$ cat config.mk
export PLATFORM = sky130hd
export DESIGN_NAME = mem_port_arbiter
export DESIGN_NICKNAME = d
export VERILOG_FILES = /design/src/rtl/mem_port_arbiter.sv
export SDC_FILE = /design/constraint.sdc
export NUM_CORES = 1
export LEC_CHECK = 0
export CORE_AREA = 2 2 109 111
export CTS_CLUSTER_DIAMETER = 150
export DETAILED_ROUTE_END_ITERATION = 8
export DIE_AREA = 0 0 111 113
export RECOVER_POWER = 50
export REMOVE_ABC_BUFFERS = 1
export SLEW_MARGIN = 5
export SYNTH_ARGS = -nofsm -noshare
export SYNTH_HDL_FRONTEND = slang
export SYNTH_SLANG_ARGS = --single-unit
export TNS_END_PERCENT = 50
$ cat constraint.sdc
create_clock -name clk -period 4.3 [get_ports clk]
set_clock_uncertainty 0.05 [all_clocks]
set_input_delay 0.645 -clock clk [delete_from_list [all_inputs] [get_ports clk]]
set_output_delay 0.645 -clock clk [all_outputs]
set_load 0.1 [all_outputs]
$ cat src/rtl/mem_port_arbiter.sv
// Arbitrates one single-port memory between instruction fetch and data access.
// Data has fixed priority. A starvation counter forces a fetch grant after repeated losses.
module mem_port_arbiter #(
  parameter int unsigned DATA_WIDTH   = 32,
  parameter int unsigned ADDR_WIDTH   = 32,
  parameter int unsigned STARVE_LIMIT = 4
) (
  input  logic                  clk,
  input  logic                  rst_n,
  input  logic                  if_req,
  input  logic [ADDR_WIDTH-1:0] if_addr,
  output logic                  if_gnt,
  output logic                  if_rvalid,
  output logic [DATA_WIDTH-1:0] if_rdata,
  input  logic                  d_req,
  input  logic                  d_we,
  input  logic [3:0]            d_be,
  input  logic [ADDR_WIDTH-1:0] d_addr,
  input  logic [DATA_WIDTH-1:0] d_wdata,
  output logic                  d_gnt,
  output logic                  d_rvalid,
  output logic [DATA_WIDTH-1:0] d_rdata,
  output logic                  mem_req,
  output logic                  mem_we,
  output logic [3:0]            mem_be,
  output logic [ADDR_WIDTH-1:0] mem_addr,
  output logic [DATA_WIDTH-1:0] mem_wdata,
  input  logic                  mem_gnt,
  input  logic                  mem_rvalid,
  input  logic [DATA_WIDTH-1:0] mem_rdata
);

  localparam int unsigned CNT_W = 4;
  localparam logic [CNT_W-1:0] CNT_MAX = CNT_W'(STARVE_LIMIT);

  typedef enum logic {IDLE, BUSY}   state_t;
  typedef enum logic {OWN_IF, OWN_D} owner_t;

  state_t           state, state_d;
  owner_t           owner, owner_d;
  logic             d_we_q, d_we_d;
  logic [CNT_W-1:0] starve_cnt, starve_cnt_d;
  logic             out_en;
  logic             if_win, d_win;

  // out_en holds every output low for the first cycle after reset release.
  always_ff @(posedge clk or negedge rst_n) begin
    if (!rst_n) begin
      state      <= IDLE;
      owner      <= OWN_IF;
      d_we_q     <= 1'b0;
      starve_cnt <= '0;
      out_en     <= 1'b0;
    end else begin
      state      <= state_d;
      owner      <= owner_d;
      d_we_q     <= d_we_d;
      starve_cnt <= starve_cnt_d;
      out_en     <= 1'b1;
    end
  end

  // Winner selection, memory mux, grant and response routing.
  always_comb begin
    state_d      = state;
    owner_d      = owner;
    d_we_d       = d_we_q;
    starve_cnt_d = starve_cnt;
    if_win       = 1'b0;
    d_win        = 1'b0;
    if_gnt       = 1'b0;
    if_rvalid    = 1'b0;
    if_rdata     = '0;
    d_gnt        = 1'b0;
    d_rvalid     = 1'b0;
    d_rdata      = '0;
    mem_req      = 1'b0;
    mem_we       = 1'b0;
    mem_be       = 4'h0;
    mem_addr     = '0;
    mem_wdata    = '0;

    if (out_en) begin
      unique case (state)
        IDLE: begin
          if_win  = if_req && ((starve_cnt == CNT_MAX) || !d_req);
          d_win   = d_req && !if_win;
          mem_req = if_req | d_req;
          if (d_win) begin
            mem_we    = d_we;
            mem_be    = d_be;
            mem_addr  = d_addr;
            mem_wdata = d_wdata;
          end else if (if_win) begin
            mem_be   = 4'hF;
            mem_addr = if_addr;
          end
          if (mem_req && mem_gnt) begin
            state_d = BUSY;
            if (d_win) begin
              d_gnt   = 1'b1;
              owner_d = OWN_D;
              d_we_d  = d_we;
              if (if_req && (starve_cnt != CNT_MAX)) begin
                starve_cnt_d = starve_cnt + CNT_W'(1);
              end
            end else begin
              if_gnt       = 1'b1;
              owner_d      = OWN_IF;
              starve_cnt_d = '0;
            end
          end
        end
        BUSY: begin
          if (mem_rvalid) begin
            state_d = IDLE;
            if (owner == OWN_IF) begin
              if_rvalid = 1'b1;
              if_rdata  = mem_rdata;
            end else begin
              d_rvalid = 1'b1;
              d_rdata  = d_we_q ? '0 : mem_rdata;
            end
          end
        end
        default: state_d = IDLE;
      endcase
    end
  end

endmodule

After elaboration in Yosys (flattened, before gate mapping)

Index checks and enable logic that the tools add are counted.

Output and inout bits: 138
Bits in registers: 8
Bits in writable memories: 0
Memories: 0
ROM bits: 0
Bits in latches: 0

Shifts and indexed selects: 0
Bitwise gates (word level): 2
$mul: 0
Order comparisons: 0
Multiplexer cells: 46
Reduce and logical (&&, ||, !) cells: 10
Add/subtract/negate cells: 1
Div/mod/pow operators: 0
Equality and inequality tests: 3

Operators by type and width:

| operator            | number |
|---|---|
| $mux 32             | 16 |
| $mux 4              | 6 |
| $mux 1              | 23 |
| $reduce_and 4->1    | 2 |
| $add 4x1->4 const B | 1 |
| $eq 4x3->1 const B  | 1 |
| $logic_and 1x1->1   | 4 |
| $ne 4x3->1 const B  | 1 |
| $reduce_and 3->1    | 1 |
| $logic_not 1->1     | 2 |
| $ne 2x1->1 const B  | 1 |
| $pmux 1 s2          | 1 |
| $logic_or 1x1->1    | 1 |
| $not 1->1           | 1 |
| $or 1x1->1          | 1 |

Logic depth before layout (Yosys ltp)

Gate-level depths: netlist of the first run.

Depth in word-level cells: 9
Mapped depth: 6
Depth with buffers taken out: 5

Least setup slack after synthesis of the first run

No wires, ideal clock.

Path kind: input to output
Start: in mem_rvalid
End: out d_rdata[10]
Setup slack: 957 ps
Cell stages on the path: 4
Path buffers: 1
Data required time: 3605 ps
Data arrival time: 2648 ps
Path through: and4_1 -> and2b_1 -> buf_2 -> and2_1

Cells in the longest elaborated chain, start to end: 3

RTL lines:

| item               | line | source |
|---|---|---|
| start: declaration | 29   | `input logic mem_rvalid,` |
| $mux 32            | 115  | `if (mem_rvalid) begin` |
| $mux 32            | 84   | `unique case (state)` |
| $mux 32            | 83   | `if (out_en) begin` |
| end: declaration   | 22   | `output logic [DATA_WIDTH-1:0] d_rdata,` |

Every way passes these cells.

Worst setup path after layout of the first run

Start: in d_req
End: out mem_wdata[18]

Cells in the longest elaborated chain, start to end: 8

RTL lines:

| item                | line | source |
|---|---|---|
| start: declaration  | 15   | `input logic d_req,` |
| $logic_not 1->1     | 86   | `if_win = if_req && ((starve_cnt == CNT_MAX) \|\| !d_req);` |
| $logic_or 1x1->1    | 86   |  |
| $logic_and 1x1->1   | 86   |  |
| $logic_not 1->1     | 87   | `d_win = d_req && !if_win;` |
| $logic_and 1x1->1 * | 87   |  |
| $mux 32 *           | 89   | `if (d_win) begin` |
| $mux 32 *           | 84   |  |
| $mux 32 *           | 83   |  |
| end: declaration    | 27   | `output logic [DATA_WIDTH-1:0] mem_wdata,` |

Every way passes the cells marked *; elsewhere a longest branch is shown, timed or not.

==> results of run 1 <==
cells in the final DEF (no fill, tap or decap), types with 2 or more instances in the layout:
cell type        netlist  final
buf_12                 0     19
buf_4                  3     80
dfrtp_1                8      8
clkbuf_16              0      3
ha_1                   2      2
a22o_1                 2      2
o22ai_2               30     30
o21ai_0                2      2
inv_1                  2      2
and3_1                34     34
o21a_1                 4      4
and2_0                 0     17
nand4_1                3      3
clkdlybuf4s50_1        0    135
nand2_1               66     66
dlygate4sd3_1          0      3
and2_1                65     48
o22ai_1                3      3
clkbuf_1               2     42
metal layers:
metal / vias up / global-route usage (%) / share of wire [%] / routed length [um]
met5: - / 0 / 0 / 0
met4: 0 / 2.50 / 0.66 / 65
met3: 4 / 3.75 / 10 / 981
met2: 180 / 27.0 / 50 / 4930
met1: 1222 / 15.9 / 39 / 3850
li1: 1436 / - / - / -
report_power, final:
part	total [W]	internal (W)	switching (W)
Sequential	0.000114	0.0000937	0.0000206
Combinational	0.000963	0.000280	0.000683
Clock	0.000154	0.000120	0.0000347
Total	0.00123	0.000493	0.000739
through the flow:
| step | util, % | cell area [um2] |
|---|---|---|
| 6_report | 40.4 | 4560 |
| 2_1_floorplan | - | 1780 |
| 5_1_grt | 40.4 | 4560 |
| 3_3_place_gp | 41.2 | 4640 |
| 4_1_cts | 41.8 | 4720 |
| 3_5_place_dp | 41.2 | 4640 |
cell families after synthesis:
family          count (synthesis)  synth area share [%]
fa+ha+maj                       2                  1.27
simple gates                  185                  52.7
mux                             1                 0.760
flops                           8                  10.1
other cells                     1                 0.190
compound gates                 45                  24.7
buf+inv                        30                  10.3
area by class of cell:
| type | instances | area, um2 | share of cell area [%] |
|---|---|---|---|
| repair buffers | 279 | 2520 | 55.3 |
| flip-flops and latches | 8 | 200 | 4.39 |
| well taps | 143 | 179 | 3.93 |
| inverters | 2 | 7.51 | 0.165 |
| clock buffers | 3 | 75.1 | 1.65 |
| multi-input cells | 234 | 1580 | 34.6 |
Yosys cell counts:
cell type | n | area share (%)
nand2_1 | 66 | 13
and2_1 | 65 | 21
and3_1 | 34 | 11
o22ai_2 | 30 | 19
buf_2 | 13 | 3.3
buf_6 | 8 | 4.6
dfrtp_1 | 8 | 10
o21a_1 | 4 | 1.5
buf_4 | 3 | 1.1
nand4_1 | 3 | 0.95
o22ai_1 | 3 | 0.95
a22o_1 | 2 | 0.89
clkbuf_1 | 2 | 0.38
clkbuf_2 | 2 | 0.51
ha_1 | 2 | 1.3
inv_1 | 2 | 0.38
o21ai_0 | 2 | 0.51
a21bo_4 | 1 | 0.82
a21oi_1 | 1 | 0.25
a31oi_1 | 1 | 0.32
and2_4 | 1 | 0.44
and2b_1 | 1 | 0.38
and4_1 | 1 | 0.44
and4_4 | 1 | 0.57
and4b_1 | 1 | 0.51
conb_1 | 1 | 0.19
mux2_4 | 1 | 0.76
nand2_2 | 1 | 0.32
nand2b_1 | 1 | 0.32
nand3b_1 | 1 | 0.38
nand3b_4 | 1 | 1.0
nand4b_1 | 1 | 0.44
nand4b_2 | 1 | 0.76
nor2_1 | 1 | 0.19
nor2b_1 | 1 | 0.32
nor2b_2 | 1 | 0.44
nor3b_2 | 1 | 0.63
o211ai_1 | 1 | 0.38
or2_1 | 1 | 0.32
or2b_1 | 1 | 0.38
worst max-delay path, cell delays in order:
cell	delay (ps)
dlygate4sd3_1	790
and2_4	390
and3_1	200
clkbuf_1	890
worst max-delay path by stage:
stage               startpoint       endpoint  slack [ps]  cells past startpoint
floorplan                state      mem_be[0]        -330                      3
global placement        if_req      mem_be[0]        1140                      6
detailed placement  mem_rvalid    d_rdata[26]        1040                      5
CTS                 mem_rvalid    d_rdata[26]        1040                      5
global route             d_req  mem_wdata[15]         600                      4
finish                   d_req  mem_wdata[18]         690                      4
state kept, by name, indices dropped and copies added, names as in the netlist:
register / count
state: 1
out_en: 1
owner: 1
starve_cnt: 4
d_we_q: 1
==> impl_metrics.py, run 1 <==
metrics = {
    "outcome": {
        "status": "completed",
    },
    "timing": {
        "worst_pin_slew_ps": 1270,
        "min_period_ps": 3610,
        "post-route-period-util_pct": 83.9,
        "slew_violations": 0,
        "fmax_ghz": 0.277,
        "setup_viol": 0,
        "fin_ws_ps": 691,
        "hold_violations": 0,
        "timing.hold.ws_ps": 493,
        "setup-tns-final_ps": 0,
        "slew_headroom_pct": 15.6,
        "rsz0062_at_grt": "no",
    },
    "global_route": {
        "grt_pass1_wl_um": 14800,
        "antenna_found_initial": 0,
        "grtUsageTotal_pct": 14.1,
        "grt_max_degree": 67,
        "overflow": 0,
        "grt_pass1_vias": 2783,
    },
    "place": {
        "gp_congestion": 0.845,
        "hpwlAfterDp_um": 8160,
        "post-place-ws_ps": 1040,
        "numPortBuffers": 276,
        "dp_cells": 666,
    },
    "clocking": {
        "hold_buffers": 0,
        "cts-root-buf": "clkbuf_16",
        "cts_buffers": 3,
        "cts_tree": "done",
        "post_cts_buffers": 0,
        "htreeDepth": 1,
        "path_clk_slew_ps": 40,
        "clockBufferDepth": 2,
        "worstSkewPairLatency_ps": 230,
        "clock_sinks": 8,
        "cts_repair_resize_count": 0,
    },
    "yosys": {
        "synth_area_um2": 1970,
        "yosysWarnings": 0,
        "ys_ff_latch": 8,
        "ys_types": 40,
        "syn_area_per_cell_um2": 7.26,
        "ys_seq_area_share_pct": 10.1,
        "postSynthCellCount": 272,
    },
    "hold_path": {
        "hp-start": "d_we_q",
        "worst_hold_path.endpoint": "d_we_q",
        "hold_path_class": "flop to flop",
        "worstHoldPathCells": 1,
    },
    "setup_path": {
        "reg2reg_from": "state",
        "r2r-end": "d_we_q",
        "path_class": "input port to primary output",
        "end_kind": "primary output",
        "start_kind": "input port",
        "reg2reg_slack_ps": 2100,
        "r2r_cells": 4,
        "worstPathArrival_ps": 2910,
        "cp_max_fo": 33,
        "crit_required_ps": 3610,
    },
    "route": {
        "vias_per_cell": 4.25,
        "routed_wl_um": 9820,
        "drt_first_pass_iters": 4,
        "antenna_left": 0,
        "drt_iter0_markers": 125,
        "avgRoutedWirePerCell_um": 14.7,
        "vias": 2842,
        "drcViolationCount": 0,
    },
    "final_layout": {
        "diodes": 0,
        "nets": 669,
        "instances_no_fill": 669,
        "layout-drive-gt1-share_pct": 26.8,
        "fill_cells": 1221,
        "area_growth_pct": 131,
    },
    "floorplan": {
        "pin_count": 277,
        "die_x_um": 111,
        "core_area_um2": 11300,
        "start_util_pct": 17.5,
        "die_y_um": 113,
        "fp-row-count": 39,
        "fp.dieArea_um2": 12500,
    },
    "power": {
        "vdd_ir_drop_max_v": 0.000126,
        "p_leak_nw": 1.99,
        "powerDensity_nw_per_um2": 270,
        "power_w": 0.00123,
    },
    "run": {
        "maxCapViolCount": 0,
    },
}
(Power assumes the default switching activity.)
==> run 2, diff against run 1 <==
CORE_AREA = 2 2 107 109   (was 2 2 109 111)
DIE_AREA = 0 0 109 111   (was 0 0 111 113)
clock period = 3.68 ns   (was 4.3 ns; I/O delays follow)
==> run 2 against run 1 <==
Net effect:
- die area is 3.5% lower
- critical path depth stayed put
- critical endpoint is now if_gnt
- register-to-register slack worse by 70 ps
==> impl_metrics.py, run 2 (same netlist as run 1, synthesis figures left out) <==
metrics = {
    "floorplan": {
        "fp.dieArea_um2": 12100,
        "fp-row-count": 39,
        "start_util_pct": 17.8,
        "core_area_um2": 11100,
        "die_y_um": 111,
        "die_x_um": 109,
        "pin_count": 277,
    },
    "global_route": {
        "grt_pass1_vias": 2859,
        "overflow": 0,
        "grtUsageTotal_pct": 16.5,
        "grt_max_degree": 48,
        "antenna_found_initial": 1,
        "grt_pass1_wl_um": 15800,
    },
    "route": {
        "antenna_left": 0,
        "vias": 2936,
        "vias_per_cell": 4.37,
        "avgRoutedWirePerCell_um": 15.6,
        "drcViolationCount": 0,
        "drt_iter0_markers": 74,
        "routed_wl_um": 10500,
        "drt_first_pass_iters": 4,
    },
    "timing": {
        "setup_viol": 0,
        "post-route-period-util_pct": 86.4,
        "worst_pin_slew_ps": 1220,
        "slew_headroom_pct": 19.3,
        "slew_violations": 0,
        "fin_ws_ps": 501,
        "fmax_ghz": 0.315,
        "min_period_ps": 3180,
        "setup-tns-final_ps": 0,
        "rsz0062_at_grt": "no",
        "hold_violations": 0,
    },
    "final_layout": {
        "layout-drive-gt1-share_pct": 34.3,
        "final_cell_mix": "clkdlybuf4s50_1 (135), buf_12 (102), nand2_1 (66), and2_0 (55), buf_4 (37)",
        "top_register": "starve_cnt",
        "final_common_cell": "clkdlybuf4s50_1",
        "area_growth_pct": 191,
        "nets": 671,
        "finish.utilization_pct": 51.9,
        "largest_reg_flops": 4,
    },
    "setup_path": {
        "reg2reg_from": "starve_cnt[0]",
        "cp_max_fo": 5,
        "path_class": "input port to primary output",
        "worstPathArrival_ps": 2580,
        "r2r_cells": 5,
        "crit_required_ps": 3080,
        "start_kind": "input port",
        "reg2reg_slack_ps": 2030,
        "r2r-end": "d_we_q",
        "end_kind": "primary output",
    },
    "clocking": {
        "clock_sinks": 8,
        "cts_buffers": 3,
        "path_clk_slew_ps": 40,
        "worstSkewPairLatency_ps": 230,
        "cts_tree": "done",
        "clockBufferDepth": 2,
        "hold_buffers": 0,
        "post_cts_buffers": 0,
        "cts_repair_resize_count": 0,
        "cts-root-buf": "clkbuf_16",
        "htreeDepth": 1,
    },
    "place": {
        "post-place-ws_ps": 742,
        "hpwlAfterDp_um": 8860,
        "numPortBuffers": 276,
        "gp_congestion": 0.803,
    },
    "hold_path": {
        "worst_hold_path.endpoint": "d_we_q",
        "hp-start": "d_we_q",
        "hold_path_class": "flop to flop",
        "worstHoldPathCells": 1,
    },
    "outcome": {
        "status": "completed",
    },
    "power": {
        "power_w": 0.00161,
        "vdd_ir_drop_max_v": 0.000133,
        "p_leak_nw": 2.37,
        "powerDensity_nw_per_um2": 280,
    },
    "run": {
        "maxCapViolCount": 0,
    },
}
-- run 2: metal layers --
metal	wire length, um	part of all wire (%)	vias to the layer above	track usage (%)
met4	82	0.78	0	3.42
met3	1230	12	7	5.29
met2	5710	55	172	32.0
met5	0	0	-	0
li1	-	-	1439	-
met1	3440	33	1318	16.6
-- run 2: through the flow --
| stage | hold WS [ps] | instances | instance area, um2 |
|---|---|---|---|
| 3_3_place_gp | 441 | 668 | 5690 |
| 3_5_place_dp | 451 | 668 | 5690 |
| 6_report | 458 | 672 | 5750 |
| 4_1_cts | 459 | 671 | 5770 |
| 2_1_floorplan | 206 | 244 | 1780 |
| 5_1_grt | 480 | 672 | 5750 |
-- run 2: final cells by class --
| cell class | count | area, um2 |
|---|---|---|
| fill | 985 | 5330 |
| timing repair buffer | 281 | 3720 |
| multi-input combinational | 234 | 1570 |
| sequential | 8 | 200 |
| tap | 143 | 179 |
| clock buffer | 3 | 75.1 |
| inverter | 2 | 7.51 |
| antenna | 1 | 2.50 |
-- run 2: critical path: stages --
cell and delay, ps:
dlygate4sd3_1 630, nand4b_1 200, a21oi_1 260, clkbuf_1 930
-- run 2: worst max-delay path by stage --
stage,start,end,slack [ps]
after global placement,d_req,mem_addr[31],770
after detailed placement,d_req,mem_addr[31],740
after global routing,if_req,if_gnt,400
after CTS,d_req,mem_addr[31],740
after floorplan,state,mem_be[0],-860
final,if_req,if_gnt,500
-- run 2: power by group --
| part | total (W) | switching, W | internal (W) |
|---|---|---|---|
| sequential | 0.000131 | 0.0000215 | 0.000109 |
| clock | 0.000185 | 0.0000448 | 0.000140 |
| combinational | 0.00130 | 0.000827 | 0.000468 |
==> run 3, diff against run 2 <==
CORE_AREA = 2 2 106 108   (was 2 2 107 109)
DIE_AREA = 0 0 108 110   (was 0 0 109 111)
DONT_BUFFER_PORTS = 1   (was unset)
==> run 3 against run 2 <==
Net effect:
- final area fell by 49%
- routed wire length fell by 11%
- worst setup slack got worse by 28 ps
- first-iteration DRC count rose by 46%
- sequential power barely moved
- utilization fell by 25 points
- combinational power fell by 27%
- final cell count fell by 21%
- largest power group unchanged
==> impl_metrics.py, run 3 (same netlist as run 1, synthesis figures left out) <==
metrics = {
    "timing": {
        "setup_viol": 0,
        "slew_violations": 0,
        "min_period_ps": 3210,
        "fmax_ghz": 0.312,
        "setup-tns-final_ps": 0,
        "slew_headroom_pct": 8.36,
        "rsz0062_at_grt": "no",
        "post-route-period-util_pct": 87.1,
        "worst_pin_slew_ps": 1370,
        "hold_violations": 0,
    },
    "floorplan": {
        "die_y_um": 110,
        "fp-row-count": 38,
        "start_util_pct": 18.5,
        "fp.dieArea_um2": 11900,
        "die_x_um": 108,
        "core_area_um2": 10700,
        "pin_count": 277,
    },
    "power": {
        "vdd_ir_drop_max_v": 0.000230,
        "powerDensity_nw_per_um2": 409,
        "p_leak_nw": 1.39,
    },
    "setup_path": {
        "end_kind": "primary output",
        "path_class": "flop to primary output",
        "worstPathArrival_ps": 2610,
        "slowest_stage": "clkbuf_1",
        "crit_chain": "and4_1 -> and2b_1 -> and2_1 -> clkbuf_1",
        "crit_required_ps": 3080,
        "critical_path.top_delay_family": "simple AND/OR/NAND/NOR gates",
        "start_kind": "flop",
        "critPathBufInv": 1,
        "cp_max_fo": 32,
        "critPathMaxStageDelay_ps": 860,
    },
    "final_layout": {
        "final_common_cell": "buf_4",
        "multi_input_area_um2": 1570,
        "fill_cells": 1192,
        "area_growth_pct": 47.9,
        "finish.utilization_pct": 27.3,
        "instances_no_fill": 532,
        "top_register": "starve_cnt",
        "regArea_um2": 200,
        "layout-drive-gt1-share_pct": 36.1,
        "final_cell_mix": "buf_4 (88), nand2_1 (66), and2_1 (64), clkbuf_1 (42), and3_1 (34)",
        "nets": 531,
        "largest_reg_flops": 4,
    },
    "clocking": {
        "clockBufferDepth": 2,
        "cts_tree": "done",
        "clock_sinks": 8,
        "cts-root-buf": "clkbuf_8",
        "htreeDepth": 1,
        "worstSkewPairLatency_ps": 240,
        "post_cts_buffers": 0,
        "path_clk_slew_ps": 50,
        "cts_buffers": 3,
    },
    "route": {
        "vias": 2417,
        "drt_first_pass_iters": 4,
        "antenna_left": 0,
        "routed_wl_um": 9290,
        "drcViolationCount": 0,
        "drt_iter0_markers": 108,
        "vias_per_cell": 4.54,
        "avgRoutedWirePerCell_um": 17.5,
    },
    "place": {
        "hpwlAfterDp_um": 7870,
        "gp_congestion": 0.861,
        "dp_cells": 524,
        "numPortBuffers": 0,
    },
    "global_route": {
        "antenna_found_initial": 4,
        "grt_pass1_vias": 2034,
        "overflow": 0,
        "grtUsageTotal_pct": 13.5,
        "grt_max_degree": 101,
        "grt_pass1_wl_um": 12200,
    },
    "hold_path": {
        "hold_path_class": "input port to flop",
    },
    "run": {
        "maxCapViolCount": 0,
    },
    "outcome": {
        "status": "completed",
    },
}
-- run 3: changes by cell type in the layout (fill, tap and decap cells not counted), sizes merged --
| cell | delta |
|---|---|
| dlygate4sd3 | -2 |
| clkdlybuf4s50 | -135 |
| clkbuf | +46 |
| diode | +3 |
| buf | -49 |
-- run 3: worst paths after layout --
path                            slack (ps)  cells past startpoint             to  startpoint
max in group asynchronous             2680                      1          state       rst_n
worst max register to register        1250                      4         d_we_q      out_en
worst min-delay path                   400                      1  starve_cnt[2]       d_req
worst max-delay path                   470                      4    d_rdata[15]       state
worst min register to register         480                      1         d_we_q      d_we_q
min in group asynchronous              620                      1  starve_cnt[3]       rst_n
-- run 3: layer usage --
metal,share of wire (%),routed length (um),global-route usage (%)
met5,0,0,0
met4,1.2,108,2.84
met3,12,1100,3.82
met2,52,4790,26.0
met1,35,3280,14.7
-- run 3: cell type report --
cell class / count / share of cell area (%)
Multi-Input combinational cell: 234 / 53.8
Clock buffer: 3 / 1.41
Antenna cell: 4 / 0.343
Sequential cell: 8 / 6.86
Tap cell: 140 / 6.00
Timing Repair Buffer: 141 / 31.4
Inverter: 2 / 0.257
-- run 3: repair_timing --
| action | CTS | global route |
|---|---|---|
| endpoints found under the hold margin | 8 | 0 |
| gates resized for setup | 0 | 0 |
| setup endpoints to repair | 0 | 0 |
| hold buffers | 1 | 0 |
-- run 3: metrics by stage --
step	hold WS [ps]	total power (W)	setup WS [ps]	cell area, um2
2_1_floorplan	206	0.000914	-861	1780
3_3_place_gp	207	0.00110	1180	3070
3_5_place_dp	207	0.00112	1100	3070
4_1_cts	394	0.00123	834	3120
5_1_grt	393	0.00124	351	2920
6_report	399	0.00119	473	2920
-- run 3: worst register-to-register path, delay by kind of cell, from the launching register on --
kind,cells,cell delay [ps]
buffers and inverters,1,310
flip-flops,1,410
multiplexers,1,350
AND/OR/NAND/NOR,2,1190
-- run 3: report_power, final --
group          internal, W  total (W)  switching [W]
logic             0.000184   0.000953       0.000769
clock network    0.0000713   0.000111      0.0000396
registers         0.000109   0.000130      0.0000205
total             0.000364    0.00119       0.000829
